===== config.mk =====
export PLATFORM = sky130hd
export DESIGN_NAME = pong_game_ctrl_flat
export DESIGN_NICKNAME = d
export VERILOG_FILES = /design/src/rtl/pong_pkg.sv /design/src/rtl/pong_game_ctrl_if.sv /design/src/rtl/pong_paddle_step.sv /design/src/rtl/pong_game_ctrl.sv /design/src/flat_wrapper.sv
export SDC_FILE = /design/constraint.sdc
export NUM_CORES = 1
export LEC_CHECK = 0
export ABC_CLOCK_PERIOD_IN_PS = 5440
export BUFFER_PORTS_ARGS = -buffer_cell sky130_fd_sc_hd__buf_2
export CORE_MARGIN = 5
export CORE_UTILIZATION = 58
export DETAILED_ROUTE_END_ITERATION = 12
export PLACE_DENSITY = 0.79
export RECOVER_POWER = 25
export SYNTH_ARGS = -nofsm -noshare
export SYNTH_HDL_FRONTEND = slang
export SYNTH_SLANG_ARGS = --single-unit

===== constraint.sdc =====
create_clock -name clk -period 5.44 [get_ports clk]
set_input_delay 0.816 -clock clk [delete_from_list [all_inputs] [get_ports clk]]
set_output_delay 0.816 -clock clk [all_outputs]
set_load 0.005 [all_outputs]

===== src/rtl/pong_pkg.sv =====
// pong_pkg: screen size, paddle/ball geometry and game-state type shared by the pong controller and VGA renderer
package pong_pkg;
  localparam int SCREEN_WIDTH = 400;
  localparam int SCREEN_HEIGHT = 600;
  localparam int WRES_BITS = $clog2(SCREEN_WIDTH);
  localparam int HRES_BITS = $clog2(SCREEN_HEIGHT);
  localparam int PADDLE_W = 8;
  localparam int PADDLE_H = 80;
  localparam int PADDLE_MARGIN = 16;
  localparam int BALL_SIZE = 8;
  localparam int PADDLE_STEP = 6;
  localparam int BALL_DX = 3;
  localparam int BALL_DY = 3;
  localparam int SERVE_FRAMES = 60;
  localparam int WIN_SCORE = 7;
  typedef logic [WRES_BITS-1:0] xpos_t;
  typedef logic [HRES_BITS-1:0] ypos_t;
  localparam xpos_t PL_XMIN = xpos_t'(PADDLE_MARGIN);
  localparam xpos_t PL_XMAX = xpos_t'(PADDLE_MARGIN + PADDLE_W - 1);
  localparam xpos_t PR_XMIN = xpos_t'(SCREEN_WIDTH - PADDLE_MARGIN - PADDLE_W);
  localparam xpos_t PR_XMAX = xpos_t'(SCREEN_WIDTH - PADDLE_MARGIN - 1);
  localparam xpos_t BALL_X0 = xpos_t'((SCREEN_WIDTH - BALL_SIZE) / 2);
  localparam ypos_t BALL_Y0 = ypos_t'((SCREEN_HEIGHT - BALL_SIZE) / 2);
  localparam ypos_t BALL_YLIM = ypos_t'(SCREEN_HEIGHT - BALL_SIZE);
  localparam ypos_t PADDLE_Y0 = ypos_t'((SCREEN_HEIGHT - PADDLE_H) / 2);
  localparam ypos_t PADDLE_YLIM = ypos_t'(SCREEN_HEIGHT - PADDLE_H);
  typedef enum logic [1:0] {IDLE, SERVE, PLAY, OVER} game_state_t;
endpackage


===== src/rtl/pong_game_ctrl_if.sv =====
// pong_game_ctrl_if: frame/button inputs and paddle/ball/score outputs of the pong controller
// Modports: slave = controller side, master = driver/observer side
interface pong_game_ctrl_if;
  import pong_pkg::*;
  logic frame_tick, start, left_up, left_down, right_up, right_down;
  xpos_t paddleleft_xmin, paddleleft_xmax, paddleright_xmin, paddleright_xmax, ball_xmin, ball_xmax;
  ypos_t paddleleft_ymin, paddleleft_ymax, paddleright_ymin, paddleright_ymax, ball_ymin, ball_ymax;
  logic [3:0] score_left, score_right;
  logic game_over;
  modport slave (
    input frame_tick, start, left_up, left_down, right_up, right_down,
    output paddleleft_xmin, paddleleft_xmax, paddleright_xmin, paddleright_xmax, ball_xmin, ball_xmax,
    output paddleleft_ymin, paddleleft_ymax, paddleright_ymin, paddleright_ymax, ball_ymin, ball_ymax,
    output score_left, score_right, game_over
  );
  modport master (
    output frame_tick, start, left_up, left_down, right_up, right_down,
    input paddleleft_xmin, paddleleft_xmax, paddleright_xmin, paddleright_xmax, ball_xmin, ball_xmax,
    input paddleleft_ymin, paddleleft_ymax, paddleright_ymin, paddleright_ymax, ball_ymin, ball_ymax,
    input score_left, score_right, game_over
  );
endinterface


===== src/rtl/pong_paddle_step.sv =====
// pong_paddle_step: next paddle ymin from up/down requests, saturating at the top and bottom of the screen
// Ports: ymin (current), up, down (both or neither = hold), ymin_next
module pong_paddle_step
  import pong_pkg::*;
(
  input  ypos_t ymin,
  input  logic  up,
  input  logic  down,
  output ypos_t ymin_next
);
  logic [HRES_BITS:0] dec, inc;
  always_comb begin
    dec = {1'b0, ymin} - (HRES_BITS + 1)'(PADDLE_STEP);
    inc = {1'b0, ymin} + (HRES_BITS + 1)'(PADDLE_STEP);
    ymin_next = (up && !down) ? (dec[HRES_BITS] ? '0 : dec[HRES_BITS-1:0])
              : (down && !up) ? (inc > {1'b0, PADDLE_YLIM} ? PADDLE_YLIM : inc[HRES_BITS-1:0])
              : ymin;
  end
endmodule


===== src/rtl/pong_game_ctrl.sv =====
// pong_game_ctrl: per-frame pong sequencer - paddles, ball motion/collisions, score and serve/play/over FSM
// Ports: clk, rst (sync, active-high); bus (slave): frame_tick/start/buttons in, paddle/ball boxes, scores, game_over out
// Build option: PONG_AI_PADDLE_EN makes the right paddle chase the ball and ignore right_up/right_down
// Pipeline after an accepted frame_tick: paddles, then ball (against new paddles), then state/score
module pong_game_ctrl
  import pong_pkg::*;
(
  input logic clk,
  input logic rst,
  pong_game_ctrl_if.slave bus
);
  localparam int XW = WRES_BITS + 1;
  localparam int YW = HRES_BITS + 1;
  game_state_t state, state_next;
  ypos_t pl_y, pr_y, pl_y_next, pr_y_next, by, by_next, ny;
  xpos_t bx, bx_next;
  logic dir_r, dir_d, dir_r_next, dir_d_next, ny_d;
  logic [3:0] score_l, score_r, score_l_next, score_r_next;
  logic [5:0] serve_cnt, serve_cnt_next;
  logic s1, s2, go, start_q, pt_l, pt_r, pt_l_next, pt_r_next;
  logic move, play, hit, miss, ctr, pr_up, pr_down, ny_ovf, hit_l, hit_r;
  logic [XW-1:0] nxl, nxr;
  logic [YW-1:0] nyu, nyd;
  assign go = bus.frame_tick && !s1 && !s2;
  assign move = state == SERVE || state == PLAY;
  assign play = state == PLAY;
`ifdef PONG_AI_PADDLE_EN
  logic [YW-1:0] ball_c, pad_c;
  assign ball_c = {1'b0, by} + YW'(BALL_SIZE / 2);
  assign pad_c = {1'b0, pr_y} + YW'(PADDLE_H / 2);
  assign pr_up = ball_c < pad_c;
  assign pr_down = ball_c > pad_c;
`else
  assign pr_up = bus.right_up;
  assign pr_down = bus.right_down;
`endif
  pong_paddle_step u_left (
    .ymin(pl_y), .up(move && bus.left_up), .down(move && bus.left_down), .ymin_next(pl_y_next)
  );
  pong_paddle_step u_right (
    .ymin(pr_y), .up(move && pr_up), .down(move && pr_down), .ymin_next(pr_y_next)
  );
  // Ball step; extra top bit on every sum exposes under/overflow before clamping
  always_comb begin
    nxl = {1'b0, bx} - XW'(BALL_DX);
    nxr = {1'b0, bx} + XW'(BALL_DX);
    nyu = {1'b0, by} - YW'(BALL_DY);
    nyd = {1'b0, by} + YW'(BALL_DY);
    ny_ovf = nyd > {1'b0, BALL_YLIM};
    ny = dir_d ? (ny_ovf ? BALL_YLIM : nyd[HRES_BITS-1:0]) : (nyu[HRES_BITS] ? '0 : nyu[HRES_BITS-1:0]);
    ny_d = dir_d ? !ny_ovf : nyu[HRES_BITS];
    hit_l = nxl <= {1'b0, PL_XMAX} && nxl + XW'(BALL_SIZE - 1) >= {1'b0, PL_XMIN}
         && {1'b0, ny} + YW'(BALL_SIZE - 1) >= {1'b0, pl_y} && {1'b0, ny} <= {1'b0, pl_y} + YW'(PADDLE_H - 1);
    hit_r = nxr <= {1'b0, PR_XMAX} && nxr + XW'(BALL_SIZE - 1) >= {1'b0, PR_XMIN}
         && {1'b0, ny} + YW'(BALL_SIZE - 1) >= {1'b0, pr_y} && {1'b0, ny} <= {1'b0, pr_y} + YW'(PADDLE_H - 1);
    hit = dir_r ? hit_r : hit_l;
    miss = dir_r ? nxr + XW'(BALL_SIZE - 1) > XW'(SCREEN_WIDTH - 1) : bx < xpos_t'(BALL_DX);
    ctr = state == IDLE || state == SERVE || (play && !hit && miss);
    bx_next = ctr ? BALL_X0 : !play ? bx
            : hit ? (dir_r ? PR_XMIN - xpos_t'(BALL_SIZE) : PL_XMAX + xpos_t'(1))
            : dir_r ? nxr[WRES_BITS-1:0] : nxl[WRES_BITS-1:0];
    by_next = ctr ? BALL_Y0 : play ? ny : by;
    dir_r_next = (play && hit) ? !dir_r : dir_r;
    dir_d_next = (play && !ctr) ? ny_d : dir_d;
    pt_l_next = play && dir_r && !hit && miss;
    pt_r_next = play && !dir_r && !hit && miss;
  end
  always_comb begin
    state_next = state;
    score_l_next = score_l;
    score_r_next = score_r;
    serve_cnt_next = serve_cnt;
    unique case (state)
      IDLE, OVER: if (start_q) begin
        state_next = SERVE;
        score_l_next = '0;
        score_r_next = '0;
        serve_cnt_next = '0;
      end
      SERVE: begin
        state_next = serve_cnt == 6'(SERVE_FRAMES - 1) ? PLAY : SERVE;
        serve_cnt_next = serve_cnt == 6'(SERVE_FRAMES - 1) ? '0 : serve_cnt + 6'd1;
      end
      PLAY: begin
        score_l_next = score_l + 4'(pt_l);
        score_r_next = score_r + 4'(pt_r);
        state_next = (score_l_next == 4'(WIN_SCORE) || score_r_next == 4'(WIN_SCORE)) ? OVER
                   : (pt_l || pt_r) ? SERVE : PLAY;
      end
    endcase
  end
  always_ff @(posedge clk)
    if (rst) begin
      {s1, s2, start_q, pt_l, pt_r} <= '0;
      pl_y <= PADDLE_Y0;
      pr_y <= PADDLE_Y0;
      bx <= BALL_X0;
      by <= BALL_Y0;
      dir_r <= 1'b1;
      dir_d <= 1'b1;
      state <= IDLE;
      score_l <= '0;
      score_r <= '0;
      serve_cnt <= '0;
    end else begin
      s1 <= go;
      s2 <= s1;
      if (go) begin
        pl_y <= pl_y_next;
        pr_y <= pr_y_next;
        start_q <= bus.start;
      end
      if (s1) begin
        bx <= bx_next;
        by <= by_next;
        dir_r <= dir_r_next;
        dir_d <= dir_d_next;
        pt_l <= pt_l_next;
        pt_r <= pt_r_next;
      end
      if (s2) begin
        state <= state_next;
        score_l <= score_l_next;
        score_r <= score_r_next;
        serve_cnt <= serve_cnt_next;
      end
    end
  assign bus.paddleleft_xmin = PL_XMIN;
  assign bus.paddleleft_xmax = PL_XMAX;
  assign bus.paddleright_xmin = PR_XMIN;
  assign bus.paddleright_xmax = PR_XMAX;
  assign bus.paddleleft_ymin = pl_y;
  assign bus.paddleleft_ymax = pl_y + ypos_t'(PADDLE_H - 1);
  assign bus.paddleright_ymin = pr_y;
  assign bus.paddleright_ymax = pr_y + ypos_t'(PADDLE_H - 1);
  assign bus.ball_xmin = bx;
  assign bus.ball_xmax = bx + xpos_t'(BALL_SIZE - 1);
  assign bus.ball_ymin = by;
  assign bus.ball_ymax = by + ypos_t'(BALL_SIZE - 1);
  assign bus.score_left = score_l;
  assign bus.score_right = score_r;
  assign bus.game_over = state == OVER;
endmodule


===== src/flat_wrapper.sv =====
// flat-port wrapper written by rule: the top's interface ports become plain ports
module pong_game_ctrl_flat import pong_pkg::*;
  (clk, rst, bus_frame_tick, bus_start, bus_left_up, bus_left_down, bus_right_up, bus_right_down, bus_paddleleft_xmin, bus_paddleleft_xmax, bus_paddleright_xmin, bus_paddleright_xmax, bus_ball_xmin, bus_ball_xmax, bus_paddleleft_ymin, bus_paddleleft_ymax, bus_paddleright_ymin, bus_paddleright_ymax, bus_ball_ymin, bus_ball_ymax, bus_score_left, bus_score_right, bus_game_over);
  pong_game_ctrl_if bus_i ();
  input logic clk;
  input logic rst;
  input wire logic [$bits(bus_i.frame_tick)-1:0] bus_frame_tick;
  input wire logic [$bits(bus_i.start)-1:0] bus_start;
  input wire logic [$bits(bus_i.left_up)-1:0] bus_left_up;
  input wire logic [$bits(bus_i.left_down)-1:0] bus_left_down;
  input wire logic [$bits(bus_i.right_up)-1:0] bus_right_up;
  input wire logic [$bits(bus_i.right_down)-1:0] bus_right_down;
  output wire logic [$bits(bus_i.paddleleft_xmin)-1:0] bus_paddleleft_xmin;
  output wire logic [$bits(bus_i.paddleleft_xmax)-1:0] bus_paddleleft_xmax;
  output wire logic [$bits(bus_i.paddleright_xmin)-1:0] bus_paddleright_xmin;
  output wire logic [$bits(bus_i.paddleright_xmax)-1:0] bus_paddleright_xmax;
  output wire logic [$bits(bus_i.ball_xmin)-1:0] bus_ball_xmin;
  output wire logic [$bits(bus_i.ball_xmax)-1:0] bus_ball_xmax;
  output wire logic [$bits(bus_i.paddleleft_ymin)-1:0] bus_paddleleft_ymin;
  output wire logic [$bits(bus_i.paddleleft_ymax)-1:0] bus_paddleleft_ymax;
  output wire logic [$bits(bus_i.paddleright_ymin)-1:0] bus_paddleright_ymin;
  output wire logic [$bits(bus_i.paddleright_ymax)-1:0] bus_paddleright_ymax;
  output wire logic [$bits(bus_i.ball_ymin)-1:0] bus_ball_ymin;
  output wire logic [$bits(bus_i.ball_ymax)-1:0] bus_ball_ymax;
  output wire logic [$bits(bus_i.score_left)-1:0] bus_score_left;
  output wire logic [$bits(bus_i.score_right)-1:0] bus_score_right;
  output wire logic [$bits(bus_i.game_over)-1:0] bus_game_over;
  assign bus_i.frame_tick = bus_frame_tick;
  assign bus_i.start = bus_start;
  assign bus_i.left_up = bus_left_up;
  assign bus_i.left_down = bus_left_down;
  assign bus_i.right_up = bus_right_up;
  assign bus_i.right_down = bus_right_down;
  assign bus_paddleleft_xmin = bus_i.paddleleft_xmin;
  assign bus_paddleleft_xmax = bus_i.paddleleft_xmax;
  assign bus_paddleright_xmin = bus_i.paddleright_xmin;
  assign bus_paddleright_xmax = bus_i.paddleright_xmax;
  assign bus_ball_xmin = bus_i.ball_xmin;
  assign bus_ball_xmax = bus_i.ball_xmax;
  assign bus_paddleleft_ymin = bus_i.paddleleft_ymin;
  assign bus_paddleleft_ymax = bus_i.paddleleft_ymax;
  assign bus_paddleright_ymin = bus_i.paddleright_ymin;
  assign bus_paddleright_ymax = bus_i.paddleright_ymax;
  assign bus_ball_ymin = bus_i.ball_ymin;
  assign bus_ball_ymax = bus_i.ball_ymax;
  assign bus_score_left = bus_i.score_left;
  assign bus_score_right = bus_i.score_right;
  assign bus_game_over = bus_i.game_over;
  pong_game_ctrl u_core (.clk(clk), .rst(rst), .bus(bus_i));
endmodule

==> impl_metrics.csv <==
group,metric,value,unit
cells_and_area,syn_to_final_growth,9.578,%
clock_tree,cts-root-buf,"clkbuf_16",
yosys,yosysTopAreaCellShare,0.1693,
floorplanning,io_pins,131,
critical_path,cp.required,5.66,ns
critical_path,endpoint_kind,"flop",
sta,finalHoldViolations,0,
critical_path,cp-endpoint,"u_core.dir_d",
yosys,synth_seq_area_share,0.1693,
hold_path,min_from,"u_core.start_q",
yosys,syn-mean-instance-area,7.194,sq um
sta,tightest_slew,1.979,ns
clock_tree,clk_latency,0.34,ns
grt,grt_pass1_wl,33.05,mm
grt,track_usage,0.2729,
sta,rsz0062_at_grt,"false",
critical_path,slowest_stage,"or4b_4",
sta,tns,0,ns
floorplanning,core,12010,sq um
critical_path,crit_fanout,7,
grt,grt-ovfl-total,0,
yosys,yosys-top-cells-area,"dfxtp_1 (17%), ha_1 (11%), nor2_1 (5.6%)",
yosys,synth_seq_cells,60,
placement,io_buffer_count,90,
yosys,synthTopCellsByCount,"nor2_1 (106), nand2_1 (75), inv_1 (62)",
sta,drv_slew,40,
detailed_routing,drt-vias-per-instance,6.233,
power,power_leakage,3.117,nW
detailed_routing,drt_iter0_drc,781,
placement,gp_congestion,0.9548,
clock_tree,cts-resized-gates,0,
yosys,netlist_area,7093,sq um
critical_path,critPathMaxStageDelay,0.53,ns
run_status,status,"finished with violations",
sta,relSlewSlack,-0.3194,
floorplanning,start_util,0.5905,
clock_tree,clkTransAtPathRegs,0.06,ns
run,maxCapViolCount,1,
sta,finalClockSkew,0.006562,ns
cells_and_area,utilization,0.6471,
detailed_routing,wl_per_cell,17.09,microns
sta,fin_crit,5.161,ns
clock_tree,cts_tree,"yes",
critical_path,crit_start,"u_core.bus.ball_ymin[0]",
sta,period_share,0.9487,
critical_path,crit_arrival,5.39,ns
hold_path,min_delay_path_depth,2,
clock_tree,cts_made_buffers,9,
detailed_routing,finalWirelength,20.47,mm
cells_and_area,nets,1115,
yosys,synthCells,986,
floorplanning,dieArea,14540,sq um
yosys,synth_edf_count,0,
grt,antenna_found_initial,0,
clock_tree,ctsHoldBuffers,0,
power,vdd_drop_max,112.2,uV
clock_tree,h-tree-depth,3,
sta,setup_viol,0,
detailed_routing,final_antenna_net_count,0,
critical_path,r2r-start,"u_core.bus.ball_ymin[0]",
hold_path,min_path_type,"reg2reg",
run_status,violations,"capacitance limit, slew limit",
critical_path,critPathKind,"reg2reg",
critical_path,cp-start-kind,"flop",
cells_and_area,diodes,0,
cells_and_area,drive_above_1_share,0.1370,
clock_tree,post-cts-setup-buffers,0,
power,power.density,140.0,nW/um^2
yosys,async_flop_share,0,
floorplanning,fp.dieH,120.6,microns
clock_tree,cts_buffer_depth,2,
yosys,yosysWarnings,0,
yosys,synth.distinct_cells,86,
floorplanning,die_x,120.6,microns
yosys,synth_area_leader_cell,"dfxtp_1",
placement,dp_hpwl,14.77,mm
floorplanning,row_count,40,
yosys,synth.most_common_cell,"nor2_1",
detailed_routing,drtPass1Iterations,6,
sta,timing.fmax,193.8,MHz
grt,grt_max_degree,40,
critical_path,reg2reg_depth,18,
critical_path,path_cells,"inv_1 > ha_1 > xnor2_1 > or4b_4 > a221oi_2 > a211oi_4 > o31ai_4 > inv_1 > ha_1 > a21oi_1 > o21ai_0 > a21o_1 > a2111oi_0 > a211oi_1 > a221oi_2 > and4bb_4 > nor2_4 > o41a_1",
critical_path,r2r-end,"u_core.dir_d",
clock_tree,cts.sink_count,60,
detailed_routing,vias,7467,
grt,grt_pass1_vias,6685,
sta,timing.hold.ws,0.4736,ns
yosys,ys.flop_type,"dfxtp_1",
critical_path,r2r_slack,0.28,ns
detailed_routing,drcViolationCount,0,
[cell type report]
cell class / instances / area [sq um]
Multi-Input combinational cell: 802 / 5269
Fill cell: 1086 / 4239
Sequential cell: 60 / 1201
Timing Repair Buffer: 108 / 570.5
Inverter: 65 / 244.0
Clock buffer: 11 / 242.7
Tap cell: 147 / 183.9
Clock inverter: 5 / 61.31
[state kept, by name (all words and copies together), names as in the netlist, 2 cells and up]
name / flops
u_core.serve_cnt: 6
u_core.bus.paddleright_ymin: 9
u_core.bus.ball_xmin: 9
u_core.bus.score_right: 4
u_core.bus.score_left: 4
u_core.state: 2
u_core.bus.paddleleft_ymin: 9
u_core.bus.ball_ymin: 10
[how the worst min path moves through the flow]
stage | slack, ns | end
3_3_place_gp | 0.47 | u_core.start_q
5_1_grt | 0.52 | u_core.start_q
2_1_floorplan | 0.45 | u_core.start_q
3_5_place_dp | 0.47 | u_core.start_q
4_1_cts | 0.47 | u_core.start_q
6_report | 0.47 | u_core.start_q
[metal layers]
metal,GRT usage,vias up,share of wire
li1,-,3595,-
met2,0.4418,396,0.46
met5,0,-,0
met1,0.3662,3415,0.42
met3,0.04771,61,0.094
met4,0.09419,0,0.025
[layout by cell type (no fill, tap or decap), drive strengths merged, types with 7 or more instances in the layout]
master / Yosys / routed
nor2: 108 / 108
buf: 56 / 96
nand2: 75 / 75
inv: 62 / 62
a21oi: 62 / 62
ha: 61 / 61
dfxtp: 60 / 60
o21ai: 51 / 51
xnor2: 45 / 45
conb: 2 / 40
nor3: 40 / 40
nand3: 34 / 34
clkbuf: 41 / 23
o22ai: 18 / 18
nand2b: 16 / 16
xor2: 16 / 16
a31oi: 13 / 13
a22oi: 13 / 13
nand4: 12 / 12
o21a: 12 / 12
nor4: 12 / 12
o211ai: 12 / 12
a211oi: 11 / 11
o31ai: 11 / 11
and2: 10 / 10
or3: 10 / 10
nor2b: 9 / 9
mux2i: 9 / 9
a21o: 8 / 8
nand3b: 8 / 8
or2: 7 / 7
[worst max-delay path: cells and delay by family (launching register included)]
family                     cells  cell delay [ns]
adders and majority gates      2             0.60
AOI/OAI and AO/OA             10             2.82
DFF                            1             0.32
xor gates and xnor gates       1             0.15
buffers and inverters          2             0.23
and+or+nand+nor                3             0.93
[cell families (layout without fill, tap and decap cells)]
logic type | after synthesis | in the layout | synth area share
and+or+nand+nor | 360 | 360 | 0.2515
adders and majority gates | 61 | 61 | 0.1076
buffers and inverters | 162 | 189 | 0.1088
other | 2 | 40 | 0.001059
DFF | 60 | 60 | 0.1693
AOI/OAI and AO/OA | 271 | 271 | 0.2736
muxes | 9 | 9 | 0.01270
xor gates and xnor gates | 61 | 61 | 0.07532
[report_power, final]
group          total [mW]  switching (mW)  internal [mW]
clock network       0.595           0.227          0.368
logic              0.0486          0.0351         0.0135
registers           0.445         0.00312          0.441
[per-stage QoR]
step,setup slack [ns],area (sq um),total power [mW],cells
floorplan,0.3536,7236,0.5081,1024
detailed placement,0.3452,7477,0.5007,1182
global placement,0.4504,7477,0.5004,1182
CTS,0.2475,7781,1.085,1198
global route,0.004032,7772,1.114,1198
finish,0.2790,7772,1.088,1198
(Power assumes the default switching activity.)
